File: src/rtl/imm_decode_stage_if.sv
// Handshake bundle for the immediate-decode stage: upstream offer, downstream result and flush.
// The stage uses the slave modport; the driving environment uses master.
interface imm_decode_stage_if #(
  parameter int unsigned XLEN = 32
) ();
  logic            flush;
  logic            in_valid;
  logic            in_ready;
  logic [31:0]     in_instr;
  logic [XLEN-1:0] in_pc;
  logic            out_valid;
  logic            out_ready;
  logic [31:0]     out_instr;
  logic [XLEN-1:0] out_pc;
  logic [XLEN-1:0] out_imm;
  logic [2:0]      out_type;
  logic            out_illegal;

  modport master (
    output flush, in_valid, in_instr, in_pc, out_ready,
    input  in_ready, out_valid, out_instr, out_pc, out_imm, out_type, out_illegal
  );

  modport slave (
    input  flush, in_valid, in_instr, in_pc, out_ready,
    output in_ready, out_valid, out_instr, out_pc, out_imm, out_type, out_illegal
  );
endinterface

File: src/rtl/imm_decode_stage.sv
// Registered RV immediate-decode stage: classifies the instruction format, builds the
// XLEN-wide immediate and buffers the result in a 1- or 2-entry valid/ready stage.
module imm_decode_stage #(
  parameter int unsigned XLEN  = 32,
  parameter int unsigned DEPTH = 2
) (
  input logic               clk,
  input logic               rst,
  imm_decode_stage_if.slave bus
);

  localparam logic [2:0] TypeI       = 3'd0;
  localparam logic [2:0] TypeS       = 3'd1;
  localparam logic [2:0] TypeB       = 3'd2;
  localparam logic [2:0] TypeU       = 3'd3;
  localparam logic [2:0] TypeJ       = 3'd4;
  localparam logic [2:0] TypeR       = 3'd5;
  localparam logic [2:0] TypeIllegal = 3'd7;

  localparam logic [6:0] OpImm    = 7'b0010011;
  localparam logic [6:0] OpLoad   = 7'b0000011;
  localparam logic [6:0] OpJalr   = 7'b1100111;
  localparam logic [6:0] OpSystem = 7'b1110011;
  localparam logic [6:0] OpFence  = 7'b0001111;
  localparam logic [6:0] OpStore  = 7'b0100011;
  localparam logic [6:0] OpBranch = 7'b1100011;
  localparam logic [6:0] OpLui    = 7'b0110111;
  localparam logic [6:0] OpAuipc  = 7'b0010111;
  localparam logic [6:0] OpJal    = 7'b1101111;
  localparam logic [6:0] OpReg    = 7'b0110011;

  typedef struct packed {
    logic [31:0]     instr;
    logic [XLEN-1:0] pc;
    logic [XLEN-1:0] imm;
    logic [2:0]      typ;
    logic            illegal;
  } entry_t;

  logic [31:0]     ins;
  logic [2:0]      funct3;
  logic [31:0]     imm32;
  logic [XLEN-1:0] dec_imm;
  logic [2:0]      dec_type;
  logic            dec_illegal;
  entry_t          dec_entry;

  assign ins    = bus.in_instr;
  assign funct3 = ins[14:12];

  // Every immediate fits in 32 bits already sign-correct; zero-extended forms have bit 31 clear.
  always_comb begin
    imm32       = '0;
    dec_type    = TypeI;
    dec_illegal = 1'b0;
    case (ins[6:0])
      OpImm: begin
        if (funct3[1:0] == 2'b01) begin
          imm32[4:0] = ins[24:20];
          if (XLEN == 64) imm32[5] = ins[25];
        end else begin
          imm32 = {{20{ins[31]}}, ins[31:20]};
        end
      end
      OpSystem: begin
        if (funct3[2]) imm32 = {27'b0, ins[19:15]};
        else           imm32 = {{20{ins[31]}}, ins[31:20]};
      end
      OpLoad, OpJalr, OpFence: imm32 = {{20{ins[31]}}, ins[31:20]};
      OpStore: begin
        dec_type = TypeS;
        imm32    = {{20{ins[31]}}, ins[31:25], ins[11:7]};
      end
      OpBranch: begin
        dec_type = TypeB;
        imm32    = {{19{ins[31]}}, ins[31], ins[7], ins[30:25], ins[11:8], 1'b0};
      end
      OpLui, OpAuipc: begin
        dec_type = TypeU;
        imm32    = {ins[31:12], 12'h000};
      end
      OpJal: begin
        dec_type = TypeJ;
        imm32    = {{11{ins[31]}}, ins[31], ins[19:12], ins[20], ins[30:21], 1'b0};
      end
      OpReg: dec_type = TypeR;
      default: begin
        dec_type    = TypeIllegal;
        dec_illegal = 1'b1;
      end
    endcase
  end

  if (XLEN > 32) begin : g_ext
    assign dec_imm = {{(XLEN-32){imm32[31]}}, imm32};
  end else begin : g_noext
    assign dec_imm = imm32;
  end

  always_comb begin
    dec_entry         = '0;
    dec_entry.instr   = ins;
    dec_entry.pc      = bus.in_pc;
    dec_entry.imm     = dec_imm;
    dec_entry.typ     = dec_type;
    dec_entry.illegal = dec_illegal;
  end

  logic   main_valid_q, main_valid_d;
  logic   skid_valid_q, skid_valid_d;
  logic   ready_en_q;
  entry_t main_q, main_d;
  entry_t skid_q, skid_d;
  logic   accept, drain;

  // ready_en_q keeps in_ready low through reset and for the first cycle after it.
  assign bus.in_ready = ready_en_q &&
                        ((DEPTH == 1) ? (!main_valid_q || bus.out_ready) : !skid_valid_q);
  assign accept       = bus.in_valid && bus.in_ready;
  assign drain        = main_valid_q && bus.out_ready;

  always_comb begin
    main_valid_d = main_valid_q;
    skid_valid_d = skid_valid_q;
    main_d       = main_q;
    skid_d       = skid_q;
    if (bus.flush) begin
      main_valid_d = 1'b0;
      skid_valid_d = 1'b0;
    end else if (!main_valid_q || drain) begin
      if (skid_valid_q) begin
        main_d       = skid_q;
        main_valid_d = 1'b1;
        skid_valid_d = 1'b0;
      end else if (accept) begin
        main_d       = dec_entry;
        main_valid_d = 1'b1;
      end else begin
        main_valid_d = 1'b0;
      end
    end else if (accept) begin
      // Main is stalled; only reachable with DEPTH=2 since in_ready is low otherwise.
      skid_d       = dec_entry;
      skid_valid_d = 1'b1;
    end
  end

  always_ff @(posedge clk) begin
    if (rst) begin
      main_valid_q <= 1'b0;
      skid_valid_q <= 1'b0;
      ready_en_q   <= 1'b0;
      main_q       <= '0;
      skid_q       <= '0;
    end else begin
      main_valid_q <= main_valid_d;
      skid_valid_q <= skid_valid_d;
      ready_en_q   <= 1'b1;
      main_q       <= main_d;
      skid_q       <= skid_d;
    end
  end

  assign bus.out_valid   = main_valid_q;
  assign bus.out_instr   = main_q.instr;
  assign bus.out_pc      = main_q.pc;
  assign bus.out_imm     = main_q.imm;
  assign bus.out_type    = main_q.typ;
  assign bus.out_illegal = main_q.illegal;

endmodule

File: src/flat_wrapper.sv
// flat-port wrapper written by rule: the top's interface ports become plain ports
module imm_decode_stage_flat 
#(
  parameter int unsigned XLEN  = 32,
  parameter int unsigned DEPTH = 2
)
  (clk, rst, bus_flush, bus_in_valid, bus_in_instr, bus_in_pc, bus_out_ready, bus_in_ready, bus_out_valid, bus_out_instr, bus_out_pc, bus_out_imm, bus_out_type, bus_out_illegal);
  imm_decode_stage_if #(.XLEN(XLEN)) bus_i ();
  input logic clk;
  input logic rst;
  input wire logic [$bits(bus_i.flush)-1:0] bus_flush;
  input wire logic [$bits(bus_i.in_valid)-1:0] bus_in_valid;
  input wire logic [$bits(bus_i.in_instr)-1:0] bus_in_instr;
  input wire logic [$bits(bus_i.in_pc)-1:0] bus_in_pc;
  input wire logic [$bits(bus_i.out_ready)-1:0] bus_out_ready;
  output wire logic [$bits(bus_i.in_ready)-1:0] bus_in_ready;
  output wire logic [$bits(bus_i.out_valid)-1:0] bus_out_valid;
  output wire logic [$bits(bus_i.out_instr)-1:0] bus_out_instr;
  output wire logic [$bits(bus_i.out_pc)-1:0] bus_out_pc;
  output wire logic [$bits(bus_i.out_imm)-1:0] bus_out_imm;
  output wire logic [$bits(bus_i.out_type)-1:0] bus_out_type;
  output wire logic [$bits(bus_i.out_illegal)-1:0] bus_out_illegal;
  assign bus_i.flush = bus_flush;
  assign bus_i.in_valid = bus_in_valid;
  assign bus_i.in_instr = bus_in_instr;
  assign bus_i.in_pc = bus_in_pc;
  assign bus_i.out_ready = bus_out_ready;
  assign bus_in_ready = bus_i.in_ready;
  assign bus_out_valid = bus_i.out_valid;
  assign bus_out_instr = bus_i.out_instr;
  assign bus_out_pc = bus_i.out_pc;
  assign bus_out_imm = bus_i.out_imm;
  assign bus_out_type = bus_i.out_type;
  assign bus_out_illegal = bus_i.out_illegal;
  imm_decode_stage #(.XLEN(XLEN), .DEPTH(DEPTH)) u_core (.clk(clk), .rst(rst), .bus(bus_i));
endmodule
File: config.mk
export PLATFORM = sky130hd
export DESIGN_NAME = imm_decode_stage_flat
export DESIGN_NICKNAME = d
export VERILOG_FILES = /design/src/rtl/imm_decode_stage_if.sv /design/src/rtl/imm_decode_stage.sv /design/src/flat_wrapper.sv
export SDC_FILE = /design/constraint.sdc
export NUM_CORES = 1
export LEC_CHECK = 0
export CAP_MARGIN = 20
export CORE_UTILIZATION = 25
export DETAILED_ROUTE_END_ITERATION = 8
export HOLD_SLACK_MARGIN = 0.03
export PLACE_DENSITY = 0.54
export REMOVE_ABC_BUFFERS = 1
export SLEW_MARGIN = 20
export SYNTH_ARGS = -nofsm -noshare
export SYNTH_HDL_FRONTEND = slang
export SYNTH_SLANG_ARGS = --single-unit
File: constraint.sdc
create_clock -name clk -period 2.91 [get_ports clk]
set_input_delay 0.582 -clock clk [delete_from_list [all_inputs] [get_ports clk]]
set_output_delay 0.582 -clock clk [all_outputs]
set_load 0.02 [all_outputs]
==> flow_summary_export.csv, run 1 <==
group,metric,value,unit
finish,fillers,3454,
routing,drtIter0Drc,411,
finish,final_nets,1222,
sta,worst_pin_slew,821,ps
yosys,synth_cell_type_count,51,
place,dpl.hpwl,17300,um
power,power.density,570,nW/um^2
routing,dr.pass1.iters,5,
setup_path,path_class,"in2reg",
setup_path,cp_slowest_stage_delay,620,ps
global_route,grt_max_degree,119,
power,p_leak,3.66,nW
setup_path,worstPathArrival,2850,ps
floorplan,die_y,187,um
power,ir_drop,0.358,mV
finish,fin_cells,1617,
routing,routed_wl,26700,um
sta,clock.fmax,413,MHz
clock_tree,clock-sinks,203,
yosys,synth_edf_count,0,
sta,setup_violations,0,
floorplan,initial_core_util,25.5,%
sta,period_minus_slack,2420,ps
global_route,antenna_found_initial,0,
routing,drt-vias-per-instance,4.77,
finish,area_delta_synth_final,37.3,%
sta,drv_slew,0,
setup_path,start_kind,"input port",
routing,drc,0,
floorplan,dieArea,35000,um^2
clock_tree,cts-resized-gates,0,
place,place.gp.congestion,0.825,
setup_path,cpMostUsedCell,"nor4_4",
yosys,syn_area_per_cell,8.51,um^2
setup_path,cp.required,3340,ps
clock_tree,numCtsBuffers,25,
global_route,grt_pass1_vias,7264,
finish,layout.cells.most_common,"dfxtp_1",
sta,relSlewSlack,45.2,%
yosys,yosysWarnings,0,
finish,drive_above_1_share,9.15,%
global_route,grt_pass1_wl,42000,um
routing,postRouteAntennaNets,0,
hold_path,hp-class,"in2reg",
clock_tree,cts_tree,"built",
global_route,overflow,0,
place,port-buffer-count,170,
setup_path,crit_fanout,9,
yosys,synth_flop_cell,"dfxtp_1",
clock_tree,clockBufferDepth,3,
clock_tree,cts-root-buf,"clkbuf_16",
floorplan,die_w,187,um
setup_path,cpMaxStageDelayCell,"nor4_4",
setup_path,endpoint_kind,"flip-flop",
floorplan,core,33600,um^2
sta,fin_crit_sh,83.1,%
yosys,synth.ff_latch_count,203,
sta,finClkSkew,7.58,ps
sta,rsz0062_at_grt,"no",
routing,vias,7710,
power,power,0.00670,W
global_route,grt.total_usage,14.8,%
setup_path,cp_cell_sequence,"clkdlybuf4s50_1, buf_4, inv_2, a31oi_1, nor4_4, nor4_4, buf_12, a221oi_2",
clock_tree,clk_pin_slew,60,ps
finish,diodes,0,
yosys,synth-seq-area-share,47.5,%
sta,final-hold-violation-count,0,
place,placedCellCount,1574,
floorplan,rows,67,
yosys,async_flop_share,0,%
clock_tree,cts_hold_buf,0,
clock_tree,clk_latency,520,ps
run_status,status,"complete, no violations",
yosys,netlist_instances,1005,
finish,layout_common_cells,"dfxtp_1 (202), nand2_1 (181), clkdlybuf4s50_1 (169)",
job,drv_cap,0,
clock_tree,cts_setup_buffers,0,
yosys,synth_area,8560,um^2
clock_tree,htreeDepth,1,
floorplan,ios,171,
routing,wl_per_cell,16.5,um
## cell type report
cell class                      instances  area (um^2)  area share [%]
Multi-Input combinational cell        702         4120            35.0
Tap cell                              448          561            4.77
Clock buffer                           33          696            5.92
Sequential cell                       203         4070            34.6
Timing Repair Buffer                  209         2130            18.2
Clock inverter                         10          130            1.11
Inverter                               12         45.0           0.383
## registers in the layout, indices dropped and copies added (netlist names)
register                count
u_core.bus.out_valid        1
u_core.skid_valid_q         1
u_core.bus.out_type         3
u_core.bus.out_pc          32
u_core.bus.out_instr       32
u_core.ready_en_q           1
u_core.skid_q             100
u_core.bus.out_imm         32
u_core.bus.out_illegal      1
## path summary, 6_finish.rpt
kind                                     startpoint                endpoint  slack [ps]  depth (start not counted)
worst max-delay path                bus_in_instr[4]  u_core.bus.out_imm[19]         490                          8
worst min-delay path                            rst  u_core.bus.out_illegal         440                          2
worst max register to register  u_core.skid_valid_q  u_core.bus.out_type[0]         850                          7
worst min register to register    u_core.skid_q[39]       u_core.skid_q[39]         450                          2
## synthesized netlist by cell type, drive strengths merged, types with 8 or more instances
cell | count | area, um^2
o211ai | 12 | 95.1
dfxtp | 203 | 4060
nor2 | 76 | 288
inv | 11 | 41.3
a21oi | 123 | 619
a221oi | 8 | 120
a211oi | 72 | 546
nand3 | 17 | 85.1
buf | 22 | 105
o21ai | 51 | 255
clkbuf | 66 | 248
o32ai | 13 | 114
nor3 | 18 | 100
mux2i | 64 | 641
nand2 | 181 | 679
o2111a | 10 | 113
## power breakdown
| part | switching [W] | internal (W) | total [W] |
|---|---|---|---|
| Combinational | 0.000363 | 0.000301 | 0.000664 |
| Clock | 0.00122 | 0.00193 | 0.00315 |
| Sequential | 0.0000376 | 0.00284 | 0.00288 |
| Total | 0.00162 | 0.00508 | 0.00670 |
## worst max-delay path, delay by kind of cell
| family | cells | cell delay, ps |
|---|---|---|
| AO/OA/AOI/OAI | 2 | 380 |
| buffers and inverters | 4 | 1140 |
| AND/OR/NAND/NOR | 2 | 720 |
## metal layers
layer	vias to the layer above	share of wire [%]	GRT usage [%]	wire length (um)
met3	35	4.8	2.51	1280
met5	-	0	0	0
met1	3585	51	21.5	13500
li1	3882	-	-	-
met2	208	43	22.7	11500
met4	0	1.6	3.31	429
## metrics by stage
step                      utilization, %  setup WS (ps)  area (um^2)  hold slack, ps  TNS (ps)
after floorplan                        -          -9450         8200             430  -1169730
after global placement              32.5           12.8        10900             440         0
after detailed placement            32.5          -38.8        10900             446      -222
after CTS                           34.9            453        11700             410         0
after global routing                34.9            342        11700             423         0
final                               34.9            491        11700             435         0
## cell families after synthesis
family / Yosys count / synth area share (%)
muxes: 65 / 7.62
AOI/OAI and AO/OA: 309 / 23.5
DFF: 203 / 47.5
adders and majority gates: 1 / 0.117
buffers and inverters: 100 / 4.65
and+or+nand+nor: 327 / 16.6
No activity file was read; power rests on OpenSTA's default activity.
==> inputs of run 2 (changes only) <==
--- a/config.mk
+++ b/config.mk
@@ -9,7 +9,7 @@
 export CORE_UTILIZATION = 25
 export DETAILED_ROUTE_END_ITERATION = 8
 export HOLD_SLACK_MARGIN = 0.03
-export PLACE_DENSITY = 0.54
+export PLACE_DENSITY = 0.55
 export REMOVE_ABC_BUFFERS = 1
 export SLEW_MARGIN = 20
 export SYNTH_ARGS = -nofsm -noshare
==> constraint.sdc (replaced) <==
create_clock -name clk -period 1.95 [get_ports clk]
set_input_delay 0.39 -clock clk [delete_from_list [all_inputs] [get_ports clk]]
set_output_delay 0.39 -clock clk [all_outputs]
set_load 0.02 [all_outputs]
==> run 2 against run 1 <==
Global-route usage grew 0.57 points. Clock-buffer cell count up 4. Combinational power increased by 64%. Sequential power increased by 49%. Clock skew decreased by 0.64 ps. Non-clock buffer count rose by 72.
==> flow_summary_export.csv, run 2 (same netlist as run 1, synthesis figures left out) <==
group,metric,value,unit
routing,dr.pass1.iters,5,
sta,setup_violations,0,
sta,relSlewSlack,66.2,%
power,pwr-share-comb,11.1,%
routing,drc,0,
place,place.gp.congestion,0.807,
place,placed_cell_area,11600,um^2
clock_tree,cts_tree,"built",
run_status,status,"complete, no violations",
sta,setup_slack,47.3,ps
floorplan,dieArea,35000,um^2
sta,drv_slew,0,
finish,fillers,3381,
power,ir_drop,0.629,mV
setup_path,endpoint_kind,"output pin",
finish,layout_common_cells,"dfxtp_1 (202), nand2_1 (181), clkdlybuf4s50_1 (152)",
power,net-switching-power,0.00235,W
setup_path,cp_slowest_stage_delay,660,ps
global_route,overflow,0,
floorplan,die_y,187,um
setup_path,path_class,"reg2out",
global_route,grt.total_usage,15.4,%
finish,finalCoreUtilization,37.0,%
floorplan,ios,171,
clock_tree,clockBufferDepth,3,
hold_path,hp-class,"in2reg",
sta,clock.fmax,526,MHz
sta,worst_pin_slew,507,ps
sta,fin_crit_sh,97.6,%
floorplan,core,33600,um^2
finish,regMostFlops,"u_core.skid_q",
routing,vias,8069,
finish,final_nets,1293,
setup_path,cp_cell_sequence,"clkdlybuf4s50_1",
sta,rsz0062_at_grt,"no",
place,port-buffer-count,170,
clock_tree,cts_hold_buf,0,
finish,design_area,12500,um^2
power,p_clk_share,45.0,%
setup_path,crit_fanout,2,
power,power.density,787,nW/um^2
global_route,antenna_found_initial,0,
routing,wl_per_cell,16.3,um
global_route,grt_pass1_wl,43700,um
clock_tree,clk_pin_slew,60,ps
finish,area_delta_synth_final,45.6,%
routing,routed_wl,27600,um
floorplan,initial_core_util,25.5,%
power,power,0.00980,W
setup_path,worstPathArrival,1510,ps
clock_tree,cts-root-buf,"clkbuf_16",
setup_path,worst-path-buf-inv,1,
sta,finClkSkew,6.95,ps
finish,drive_above_1_share,14.1,%
power,cellInternalPower,0.00745,W
power,p_leak,4.23,nW
global_route,grt_pass1_vias,7686,
clock_tree,clock-sinks,203,
power,power_frac_seq,43.9,%
sta,final-hold-violation-count,0,
sta,period_minus_slack,1900,ps
global_route,grt_max_degree,111,
clock_tree,htreeDepth,1,
routing,drt-vias-per-instance,4.78,
finish,layout.cells.most_common,"dfxtp_1",
floorplan,die_w,187,um
setup_path,start_kind,"flip-flop",
clock_tree,clk_latency,510,ps
routing,postRouteAntennaNets,0,
setup_path,cp.required,1560,ps
clock_tree,numCtsBuffers,24,
place,dpl.hpwl,18600,um
setup_path,cpMaxStageDelayCell,"clkdlybuf4s50_1",
job,drv_cap,0,
power,swShare,24.0,%
floorplan,rows,67,
routing,drtIter0Drc,456,
place,pre_cts_slack,-686,ps
finish,largest_reg_flops,100,
setup_path,path_delay_family,"buffers and inverters",
==> run 2: power by group through the flow <==
stage               logic [W]  registers [W]  clock network [W]
global route          0.00117        0.00431            0.00476
finish                0.00109        0.00430            0.00441
detailed placement    0.00109        0.00439                  0
CTS                   0.00109        0.00430            0.00456
floorplan            0.000313        0.00449                  0
global placement      0.00108        0.00439                  0
==> run 2: final timing paths <==
path | start | to | slack, ps | depth (start not counted)
max | u_core.bus.out_type[1] | bus_out_type[1] | 50 | 1
min | rst | u_core.bus.out_imm[15] | 230 | 2
max reg2reg | u_core.skid_valid_q | u_core.bus.out_instr[13] | 210 | 7
min reg2reg | u_core.skid_q[99] | u_core.skid_q[99] | 450 | 2
==> run 2: metrics by stage <==
stage | hold slack, ps | instances | TNS [ps]
2_1_floorplan | 430 | 917 | -1364420
4_1_cts | 208 | 1686 | -160
6_report | 230 | 1688 | 0
3_3_place_gp | 441 | 1644 | -53700
3_5_place_dp | 446 | 1644 | -60020
5_1_grt | 222 | 1687 | 0
==> run 2: repair_timing <==
action / 4_1_cts / 5_1_grt
endpoints found under the setup margin: 56 / 63
hold endpoints to repair: 0 / 0
pin swaps: 2 / 1
gates resized for setup: 9 / 15
buffers inserted: 1 / 0
gates cloned: 0 / 1
==> run 2: routing by layer <==
metal / GRT usage [%] / part of all wire (%) / up-vias
met4: 3.69 / 1.6 / 0
li1: - / - / 4022
met5: 0 / 0 / -
met1: 21.2 / 47 / 3808
met3: 3.10 / 5.7 / 30
met2: 24.5 / 45 / 209
==> run 2: cell type report <==
cell class	count	area (um^2)	area share [%]
inverter	12	45.0	0.362
clock buffer	37	691	5.55
sequential	203	4070	32.7
tap	448	561	4.50
clock inverter	4	70.1	0.563
timing repair buffer	281	2880	23.1
multi-input combinational	702	4140	33.2
antenna	1	2.50	0.0201
